$ cat src/rtl/wvb_stream_reader_if.sv
// Waveform-buffer and readout-stream signals for wvb_stream_reader.
// The master side is the reader; the slave side is the buffer plus the downstream sink.
interface wvb_stream_reader_if #(
    parameter int P_DATA_WIDTH = 22,
    parameter int P_HDR_WIDTH  = 80
);
    logic                    wvb_hdr_empty;
    logic [P_HDR_WIDTH-1:0]  wvb_hdr_data_out;
    logic                    wvb_hdr_rdreq;
    logic [P_DATA_WIDTH-1:0] wvb_data_out;
    logic                    wvb_wvb_rdreq;
    logic                    wvb_wvb_rddone;
    logic [31:0]             dout;
    logic                    dout_valid;
    logic                    dout_ready;
    logic                    dout_last;

    modport master (
        input  wvb_hdr_empty, wvb_hdr_data_out, wvb_data_out, dout_ready,
        output wvb_hdr_rdreq, wvb_wvb_rdreq, wvb_wvb_rddone, dout, dout_valid, dout_last
    );

    modport slave (
        output wvb_hdr_empty, wvb_hdr_data_out, wvb_data_out, dout_ready,
        input  wvb_hdr_rdreq, wvb_wvb_rdreq, wvb_wvb_rddone, dout, dout_valid, dout_last
    );
endinterface

$ cat src/rtl/wvb_stream_reader.sv
// Drains the waveform buffer: pops a header and its samples, then emits one framed
// 32-bit word stream per waveform through a 2-entry valid/ready output FIFO.
module wvb_stream_reader #(
    parameter int P_DATA_WIDTH  = 22,
    parameter int P_HDR_WIDTH   = 80,
    parameter int P_MAX_SAMPLES = 4096,
    parameter int P_CNT_WIDTH   = 16
) (
    input  logic                   clk,
    input  logic                   rst,
    input  logic                   en,
    wvb_stream_reader_if.master    bus,
    output logic                   busy,
    output logic [P_CNT_WIDTH-1:0] n_wvf_read,
    output logic                   trunc_err
);
    localparam logic [2:0] S_IDLE = 3'd0;
    localparam logic [2:0] S_HDR  = 3'd1;
    localparam logic [2:0] S_H0   = 3'd2;
    localparam logic [2:0] S_H1   = 3'd3;
    localparam logic [2:0] S_H2   = 3'd4;
    localparam logic [2:0] S_DATA = 3'd5;
    localparam logic [2:0] S_DONE = 3'd6;

    localparam int               SCNT_W    = $clog2(P_MAX_SAMPLES) + 1;
    localparam logic [SCNT_W-1:0] SCNT_LAST = SCNT_W'(P_MAX_SAMPLES - 1);

    logic [2:0]             state_q, state_d;
    logic [P_HDR_WIDTH-1:0] hdr_q, hdr_d;
    logic                   hdr_rdreq_q, hdr_rdreq_d;
    logic                   rd_pend_q, rd_pend_d;
    logic [SCNT_W-1:0]      scnt_q, scnt_d;
    logic                   busy_q, busy_d;
    logic [P_CNT_WIDTH-1:0] n_wvf_q, n_wvf_d;
    logic                   trunc_q, trunc_d;
    logic [1:0][32:0]       fifo_q, fifo_d;
    logic                   wr_ptr_q, wr_ptr_d;
    logic                   rd_ptr_q, rd_ptr_d;
    logic [1:0]             fcnt_q, fcnt_d;

    logic        push;
    logic        push_last;
    logic [31:0] push_word;
    logic        pop;
    logic        fifo_full;
    logic        rdreq;
    logic        eoe;
    logic        term;
    logic        room;
    logic [32:0] head;

    assign head      = fifo_q[rd_ptr_q];
    assign pop       = (fcnt_q != 2'd0) && bus.dout_ready;
    assign fifo_full = (fcnt_q == 2'd2);
    assign eoe       = bus.wvb_data_out[P_DATA_WIDTH-1];
    assign term      = rd_pend_q && (eoe || (scnt_q == SCNT_LAST));
    // A new read is allowed only if a slot is guaranteed when its sample returns,
    // counting the sample already on the bus this cycle.
    assign room      = ({1'b0, fcnt_q} + {2'b00, rd_pend_q}) <= (3'd1 + {2'b00, pop});

    always_comb begin
        state_d     = state_q;
        hdr_d       = hdr_q;
        hdr_rdreq_d = 1'b0;
        rd_pend_d   = 1'b0;
        scnt_d      = scnt_q;
        busy_d      = busy_q;
        n_wvf_d     = n_wvf_q;
        trunc_d     = trunc_q;
        push        = 1'b0;
        push_last   = 1'b0;
        push_word   = 32'h0;
        rdreq       = 1'b0;

        if (pop && head[32]) begin
            busy_d = 1'b0;
        end

        unique case (state_q)
            S_IDLE: begin
                if (en && !bus.wvb_hdr_empty) begin
                    hdr_d       = bus.wvb_hdr_data_out;
                    hdr_rdreq_d = 1'b1;
                    busy_d      = 1'b1;
                    state_d     = S_HDR;
                end
            end
            S_HDR: begin
                scnt_d  = '0;
                state_d = S_H0;
            end
            S_H0: begin
                if (!fifo_full) begin
                    push      = 1'b1;
                    push_word = {8'hA5, 8'h00, hdr_q[79:64]};
                    state_d   = S_H1;
                end
            end
            S_H1: begin
                if (!fifo_full) begin
                    push      = 1'b1;
                    push_word = hdr_q[63:32];
                    state_d   = S_H2;
                end
            end
            S_H2: begin
                if (!fifo_full) begin
                    push      = 1'b1;
                    push_word = hdr_q[31:0];
                    state_d   = S_DATA;
                end
            end
            S_DATA: begin
                if (rd_pend_q) begin
                    push      = 1'b1;
                    push_word = {{(32-P_DATA_WIDTH){1'b0}}, bus.wvb_data_out};
                    push_last = term;
                    scnt_d    = scnt_q + SCNT_W'(1);
                    if (term) begin
                        state_d = S_DONE;
                        if (!eoe) begin
                            trunc_d = 1'b1;
                        end
                    end
                end
                rdreq     = !term && room;
                rd_pend_d = rdreq;
            end
            S_DONE: begin
                n_wvf_d = n_wvf_q + {{(P_CNT_WIDTH-1){1'b0}}, 1'b1};
                state_d = S_IDLE;
            end
            default: state_d = S_IDLE;
        endcase
    end

    always_comb begin
        fifo_d   = fifo_q;
        wr_ptr_d = wr_ptr_q;
        rd_ptr_d = rd_ptr_q;
        if (push) begin
            fifo_d[wr_ptr_q] = {push_last, push_word};
            wr_ptr_d         = ~wr_ptr_q;
        end
        if (pop) begin
            rd_ptr_d = ~rd_ptr_q;
        end
        fcnt_d = fcnt_q + {1'b0, push} - {1'b0, pop};
    end

    always_ff @(posedge clk or posedge rst) begin
        if (rst) begin
            state_q     <= S_IDLE;
            hdr_q       <= '0;
            hdr_rdreq_q <= 1'b0;
            rd_pend_q   <= 1'b0;
            scnt_q      <= '0;
            busy_q      <= 1'b0;
            n_wvf_q     <= '0;
            trunc_q     <= 1'b0;
            fifo_q      <= '0;
            wr_ptr_q    <= 1'b0;
            rd_ptr_q    <= 1'b0;
            fcnt_q      <= 2'd0;
        end else begin
            state_q     <= state_d;
            hdr_q       <= hdr_d;
            hdr_rdreq_q <= hdr_rdreq_d;
            rd_pend_q   <= rd_pend_d;
            scnt_q      <= scnt_d;
            busy_q      <= busy_d;
            n_wvf_q     <= n_wvf_d;
            trunc_q     <= trunc_d;
            fifo_q      <= fifo_d;
            wr_ptr_q    <= wr_ptr_d;
            rd_ptr_q    <= rd_ptr_d;
            fcnt_q      <= fcnt_d;
        end
    end

    assign bus.dout           = head[31:0];
    assign bus.dout_valid     = (fcnt_q != 2'd0);
    assign bus.dout_last      = head[32] && (fcnt_q != 2'd0);
    assign bus.wvb_hdr_rdreq  = hdr_rdreq_q;
    assign bus.wvb_wvb_rdreq  = rdreq;
    assign bus.wvb_wvb_rddone = (state_q == S_DONE);
    assign busy               = busy_q;
    assign n_wvf_read         = n_wvf_q;
    assign trunc_err          = trunc_q;
endmodule

$ cat src/flat_wrapper.sv
// flat-port wrapper written by rule: the top's interface ports become plain ports
module wvb_stream_reader_flat 
#(
    parameter int P_DATA_WIDTH  = 22,
    parameter int P_HDR_WIDTH   = 80,
    parameter int P_MAX_SAMPLES = 4096,
    parameter int P_CNT_WIDTH   = 16
)
  (clk, rst, en, busy, n_wvf_read, trunc_err, bus_wvb_hdr_empty, bus_wvb_hdr_data_out, bus_wvb_data_out, bus_dout_ready, bus_wvb_hdr_rdreq, bus_wvb_wvb_rdreq, bus_wvb_wvb_rddone, bus_dout, bus_dout_valid, bus_dout_last);
  wvb_stream_reader_if #(.P_DATA_WIDTH(P_DATA_WIDTH), .P_HDR_WIDTH(P_HDR_WIDTH)) bus_i ();
  input  logic clk;
  input  logic rst;
  input  logic en;
  output logic busy;
  output logic [P_CNT_WIDTH-1:0] n_wvf_read;
  output logic trunc_err;
  input wire logic [$bits(bus_i.wvb_hdr_empty)-1:0] bus_wvb_hdr_empty;
  input wire logic [$bits(bus_i.wvb_hdr_data_out)-1:0] bus_wvb_hdr_data_out;
  input wire logic [$bits(bus_i.wvb_data_out)-1:0] bus_wvb_data_out;
  input wire logic [$bits(bus_i.dout_ready)-1:0] bus_dout_ready;
  output wire logic [$bits(bus_i.wvb_hdr_rdreq)-1:0] bus_wvb_hdr_rdreq;
  output wire logic [$bits(bus_i.wvb_wvb_rdreq)-1:0] bus_wvb_wvb_rdreq;
  output wire logic [$bits(bus_i.wvb_wvb_rddone)-1:0] bus_wvb_wvb_rddone;
  output wire logic [$bits(bus_i.dout)-1:0] bus_dout;
  output wire logic [$bits(bus_i.dout_valid)-1:0] bus_dout_valid;
  output wire logic [$bits(bus_i.dout_last)-1:0] bus_dout_last;
  assign bus_i.wvb_hdr_empty = bus_wvb_hdr_empty;
  assign bus_i.wvb_hdr_data_out = bus_wvb_hdr_data_out;
  assign bus_i.wvb_data_out = bus_wvb_data_out;
  assign bus_i.dout_ready = bus_dout_ready;
  assign bus_wvb_hdr_rdreq = bus_i.wvb_hdr_rdreq;
  assign bus_wvb_wvb_rdreq = bus_i.wvb_wvb_rdreq;
  assign bus_wvb_wvb_rddone = bus_i.wvb_wvb_rddone;
  assign bus_dout = bus_i.dout;
  assign bus_dout_valid = bus_i.dout_valid;
  assign bus_dout_last = bus_i.dout_last;
  wvb_stream_reader #(.P_DATA_WIDTH(P_DATA_WIDTH), .P_HDR_WIDTH(P_HDR_WIDTH), .P_MAX_SAMPLES(P_MAX_SAMPLES), .P_CNT_WIDTH(P_CNT_WIDTH)) u_core (.clk(clk), .rst(rst), .en(en), .bus(bus_i), .busy(busy), .n_wvf_read(n_wvf_read), .trunc_err(trunc_err));
endmodule
$ cat config.mk
export PLATFORM = sky130hd
export DESIGN_NAME = wvb_stream_reader_flat
export DESIGN_NICKNAME = d
export VERILOG_FILES = /design/src/rtl/wvb_stream_reader_if.sv /design/src/rtl/wvb_stream_reader.sv /design/src/flat_wrapper.sv
export SDC_FILE = /design/constraint.sdc
export NUM_CORES = 1
export LEC_CHECK = 0
export ABC_AREA = 1
export CAP_MARGIN = 20
export CELL_PAD_IN_SITES_DETAIL_PLACEMENT = 1
export CELL_PAD_IN_SITES_GLOBAL_PLACEMENT = 2
export CORE_MARGIN = 4
export CORE_UTILIZATION = 30
export CTS_CLUSTER_SIZE = 16
export DETAILED_ROUTE_END_ITERATION = 8
export GPL_TIMING_DRIVEN = 1
export PLACE_DENSITY_LB_ADDON = 0.1
export SKIP_CTS_REPAIR_TIMING = 1
export SLEW_MARGIN = 0
export SYNTH_ARGS = -nofsm -noshare
export SYNTH_HDL_FRONTEND = slang
export SYNTH_SLANG_ARGS = --single-unit
export TNS_END_PERCENT = 5
$ cat constraint.sdc
create_clock -name clk -period 7.6 [get_ports clk]
set_input_delay 0.76 -clock clk [delete_from_list [all_inputs] [get_ports clk]]
set_output_delay 0.76 -clock clk [all_outputs]
set_load 0.02 [all_outputs]
### Yosys cells after proc, flatten, opt, wreduce, memory -nomap -nowiden

Cells that the tools add are included.
W data, S select, Z words.

| word-level totals | value |
|---|---|
| input port bits | 107 |
| bits in registers | 186 |
| output and inout bits | 55 |
| logic and storage cells | 88 |

| operators by class | value |
|---|---|
| bitwise operators | 3 |
| mux-type cells | 30 |
| reduce and logical (&&, ||, !) cells | 18 |
| order comparisons | 4 |
| equality and inequality tests | 14 |
| add/subtract/negate cells | 6 |

Operators with widths:

| operator | count |
|---|---|
| $pmux W32 S4 | 1 |
| $mux W33 | 3 |
| $mux W32 | 3 |
| $bwmux W66 | 1 |
| $demux W33 S1 | 1 |
| $pmux W13 S2 | 1 |
| $mux W22 | 1 |
| $mux W3 | 6 |
| $pmux W3 S6 | 1 |
| $add A16 B1 Y16 const B | 1 |
| $add A13 B1 Y13 const B | 1 |
| $eq A13 B12 Y1 const B | 1 |
| $mux W13 | 1 |
| $mux W1 | 10 |
| $eq A3 B3 Y1 const B | 3 |
| $logic_and A1 B1 Y1 | 7 |
| $eq A3 B2 Y1 const B | 2 |
| $ne A2 B1 Y1 const B | 3 |
| $ne A2 B2 Y1 const B | 3 |
| $reduce_and A6 Y1 | 1 |
| $lt A1 B2 Y1 const B | 2 |
| $reduce_and A2 Y1 | 2 |
| $reduce_and A4 Y1 | 1 |
| $reduce_bool A2 Y1 | 2 |
| 14 further kinds | 17 |

### Logic depth before layout (Yosys ltp)

| logic depth | value |
|---|---|
| word-level depth | 6 |
| depth in mapped cells | 12 |
| mapped depth without buffers | 11 |

### Worst setup path before layout

Ideal clock, no wire load.

| timing path | value |
|---|---|
| path type | input -> output |
| start | in bus_dout_ready |
| end | out bus_wvb_wvb_rdreq |
| buffers on the path | 0 |
| data arrival time | 2.046 ns |
| cell stages on the path | 6 |
| slack | 4.794 ns |
| cells stage by stage | nand2_1 inv_1 fa_1 or3_1 a22oi_1 nor2_1 |

| on the way | value |
|---|---|
| word-level cells in the longest chain between the ends | 5 |

Ends and longest elaborated chain:

| what | RTL line | source |
|---|---|---|
| start, declared | flat_wrapper.sv:20 | `input wire logic [$bits(bus_i.dout_ready)-1:0] bus_dout_ready;` |
| $logic_and A1 B1 Y1 | wvb_stream_reader.sv:53 | `assign pop = (fcnt_q != 2'd0) && bus.dout_ready;` |
| via u_core.pop | wvb_stream_reader.sv:44 | `logic pop;` |
| $add A1 B1 Y2 | wvb_stream_reader.sv:59 | `assign room = ({1'b0, fcnt_q} + {2'b00, rd_pend_q}) <= (3'd1 + {2'b00, pop});` |
| $le A3 B3 Y1 | wvb_stream_reader.sv:59 |  |
| $logic_and A1 B1 Y1 | wvb_stream_reader.sv:126 | `rdreq = !term && room;` |
| $mux W1 | wvb_stream_reader.sv:79 | `unique case (state_q)` |
| end, declared | flat_wrapper.sv:22 | `output wire logic [$bits(bus_i.wvb_wvb_rdreq)-1:0] bus_wvb_wvb_rdreq;` |

The timed path passes the listed nets, and every way through them passes these cells.

### Worst setup path in the final report

Ends and elaborated chain as after synthesis.

==> run metrics <==
maximum clock frequency=259 MHz; Longest Clk Path Bufs=2; wire length of the first global-routing pass=44700 um; IO Count=162; number of cells on the worst reg-to-reg path=10; Yosys warning count=0; I/O Buffers=161; post-route antenna net violation count=0; Vias/cell=4.61; total chip power=0.00393 W; setup repair after global routing missed its margin=false; die span in x=180 um; gr usage total=17.1%; area grow syn2layout=28.3%; outcome=finished clean; total of max-cap violations=0; core box area=29000 um2; beginning of the worst register-to-register path=u_core.state_q[1]; destination of the critical timing path=bus_wvb_wvb_rdreq; maximum number of pins on one net before global-route repair=114; endpoint type of the worst setup path=primary output; effective utilization at floorplan=30.7%; number of non-filler instances in the completed layout=1659; grt ovf=0; first element of the critical path=bus_dout_ready; source-to-sink clock delay at the later pin of the worst-skew pair=0.44 ns; share of post-route cells with drive strength above 1=6.75%; area of the die=32500 um2; sum of net half-perimeters after detailed placement=18400 um; Power Dens Cells=344 nW/um2; number of synthesized register bits=186; drt drc=0; wire length on met2=12700 um; met1 routed wirelength after detailed routing=13800 um; total nets after synthesis=1239; utilization of the core after routing=39.4%; most common cell after layout, fill and taps aside=sky130_fd_sc_hd__nand2_1; worst-margin pin slew=0.850 ns; Static Leak=5.49 nW; number of clock buffers inserted by TritonCTS=17; Critical Path RT=6.84 ns; CTS tree=built; final slew viol count=0; Hold Path Stages=2; Mean Syn Cell Area=7.91 um2; initial antenna violation count=0; share of synthesized area occupied by flip-flops and latches=52.3%; CTS H-tree lvls=4; total via count after detailed routing=7654; headroom to the max-slew limit=43.3%; Final period util=50.8%; worst hold-check path type=reg -> reg; synthesized instance count=1126; Worst R2R End=u_core.fifo_q[37]; Critical Path Source Type=primary input; count of unique library cells instantiated by Yosys=37; minimum clock period after layout=3.86 ns; number of setup violations in the final report=0; setup TNS after final layout=0 ns; violation count after the first detailed-route iteration=337; placed instance count=1626; CTS sink count=186; Final Routed Wirelength=27500 um; amount of wire on met3 after detailed routing=825 um; highest metal layer with signal wires=met4; Die Span Y=180 um; Worst Path Class, Setup=in -> out; clock-pin slew reported for the worst setup and hold paths after clock tree synthesis=0.07 ns; Max Clock Skew=0.0158 ns; cell chosen for the clock root=sky130_fd_sc_hd__clkbuf_16; CP Max Fanout=4; worst IR drop on VDD=0.155 mV; first drt pass iteration count=5; placement row count=62; post-synthesis instance area=8900 um2; data arrival at the endpoint of the critical path=3.10 ns; via count of the first global-routing pass=7849; final weighted congestion in routability-driven placement=0.732; nets=1375; FF-to-FF setup slack=5.08 ns; number of inserted diodes=0; Hold Fails Final Rpt=0; most frequent cells in the layout=527 x sky130_fd_sc_hd__nand2_1, 185 x sky130_fd_sc_hd__dfrtp_1, 161 x sky130_fd_sc_hd__clkdlybuf4s50_1; WL per Instance=16.6 um
==> final cells by class <==
class | instances | area [um2]
fill | 3521 | 17600
sequential | 186 | 4660
multi-input combinational | 802 | 3630
timing repair buffer | 172 | 1730
tap | 384 | 480
clock buffer | 19 | 453
inverter | 83 | 319
clock inverter | 13 | 150
==> cells by family (layout without fill, tap and decap cells) <==
group,count (synthesis),count (layout),synth area share (%)
buffers and inverters,138,287,7.04
DFF,186,186,52.3
adders and majority gates,6,6,0.928
AOI/OAI and AO/OA,92,92,6.20
xor gates and xnor gates,14,14,1.38
and+or+nand+nor,690,690,32.2
==> sequential cells by signal, indices dropped and copies added (netlist names) <==
name                      cells
u_core.fifo_q                66
u_core.n_wvf_read            16
u_core.wr_ptr_q               1
u_core.fcnt_q                 2
u_core.rd_ptr_q               1
u_core.busy                   1
u_core.rd_pend_q              1
u_core.trunc_err              1
u_core.state_q                3
u_core.bus.wvb_hdr_rdreq      1
u_core.scnt_q                13
u_core.hdr_q                 80
==> through the flow <==
stage | hold slack [ns] | area, um2 | setup WS [ns]
6_report | 0.475 | 11400 | 3.74
5_1_grt | 0.489 | 11400 | 3.59
4_1_cts | 0.477 | 11400 | 3.70
3_5_place_dp | 0.460 | 10800 | 3.71
3_3_place_gp | 0.453 | 10800 | 3.76
2_1_floorplan | 0.442 | 8900 | 1.78
==> power by group <==
group / leakage [nW] / total (W) / switching [W] / internal, W
Clock: 0.297 / 0.000926 / 0.000440 / 0.000486
Combinational: 2.75 / 0.00149 / 0.000983 / 0.000508
Sequential: 2.44 / 0.00151 / 0.000182 / 0.00133
Total: 5.49 / 0.00393 / 0.00161 / 0.00232
==> Yosys cell counts, drive strengths merged <==
cell type	count	area, um2
a21o	1	7.51
o21ai	79	470
nor3	7	46.3
xnor2	6	52.6
a31o	1	8.76
nand3	86	443
o22ai	1	6.26
dfrtp	186	4650
ha	5	62.6
nand3b	1	7.51
clkbuf	13	50.0
a22oi	1	7.51
xor2	8	70.1
nor2	39	191
a21oi	7	35.0
nand4	25	156
fa	1	20.0
nand2	531	2010
inv	83	312
o211ai	1	7.51
o32ai	1	8.76
buf	42	265
or3	1	6.26
==> worst min-delay path by stage <==
stage	start	to	slack (ns)
floorplan	u_core.fifo_q[33]	u_core.fifo_q[33]	0.44
global placement	u_core.wr_ptr_q	u_core.wr_ptr_q	0.45
detailed placement	u_core.hdr_q[40]	u_core.hdr_q[40]	0.46
CTS	u_core.hdr_q[21]	u_core.hdr_q[21]	0.48
global route	u_core.hdr_q[13]	u_core.hdr_q[13]	0.49
finish	u_core.hdr_q[16]	u_core.hdr_q[16]	0.48
==> worst max-delay path: stages <==
cell and delay [ns]:
sky130_fd_sc_hd__clkdlybuf4s50_1 0.44, sky130_fd_sc_hd__nand2_1 0.17, sky130_fd_sc_hd__inv_1 0.08, sky130_fd_sc_hd__fa_1 0.49, sky130_fd_sc_hd__or3_1 0.38, sky130_fd_sc_hd__a22oi_1 0.15
sky130_fd_sc_hd__nor2_1 0.08, sky130_fd_sc_hd__clkdlybuf4s50_1 0.54
==> metal layers <==
layer | vias up | GRT usage (%)
li1 | 3793 | -
met2 | 113 | 27.2
met4 | 0 | 3.63
met3 | 16 | 2.81
met1 | 3732 | 24.8
met5 | - | 0
Power figures use the tool's default switching activity.
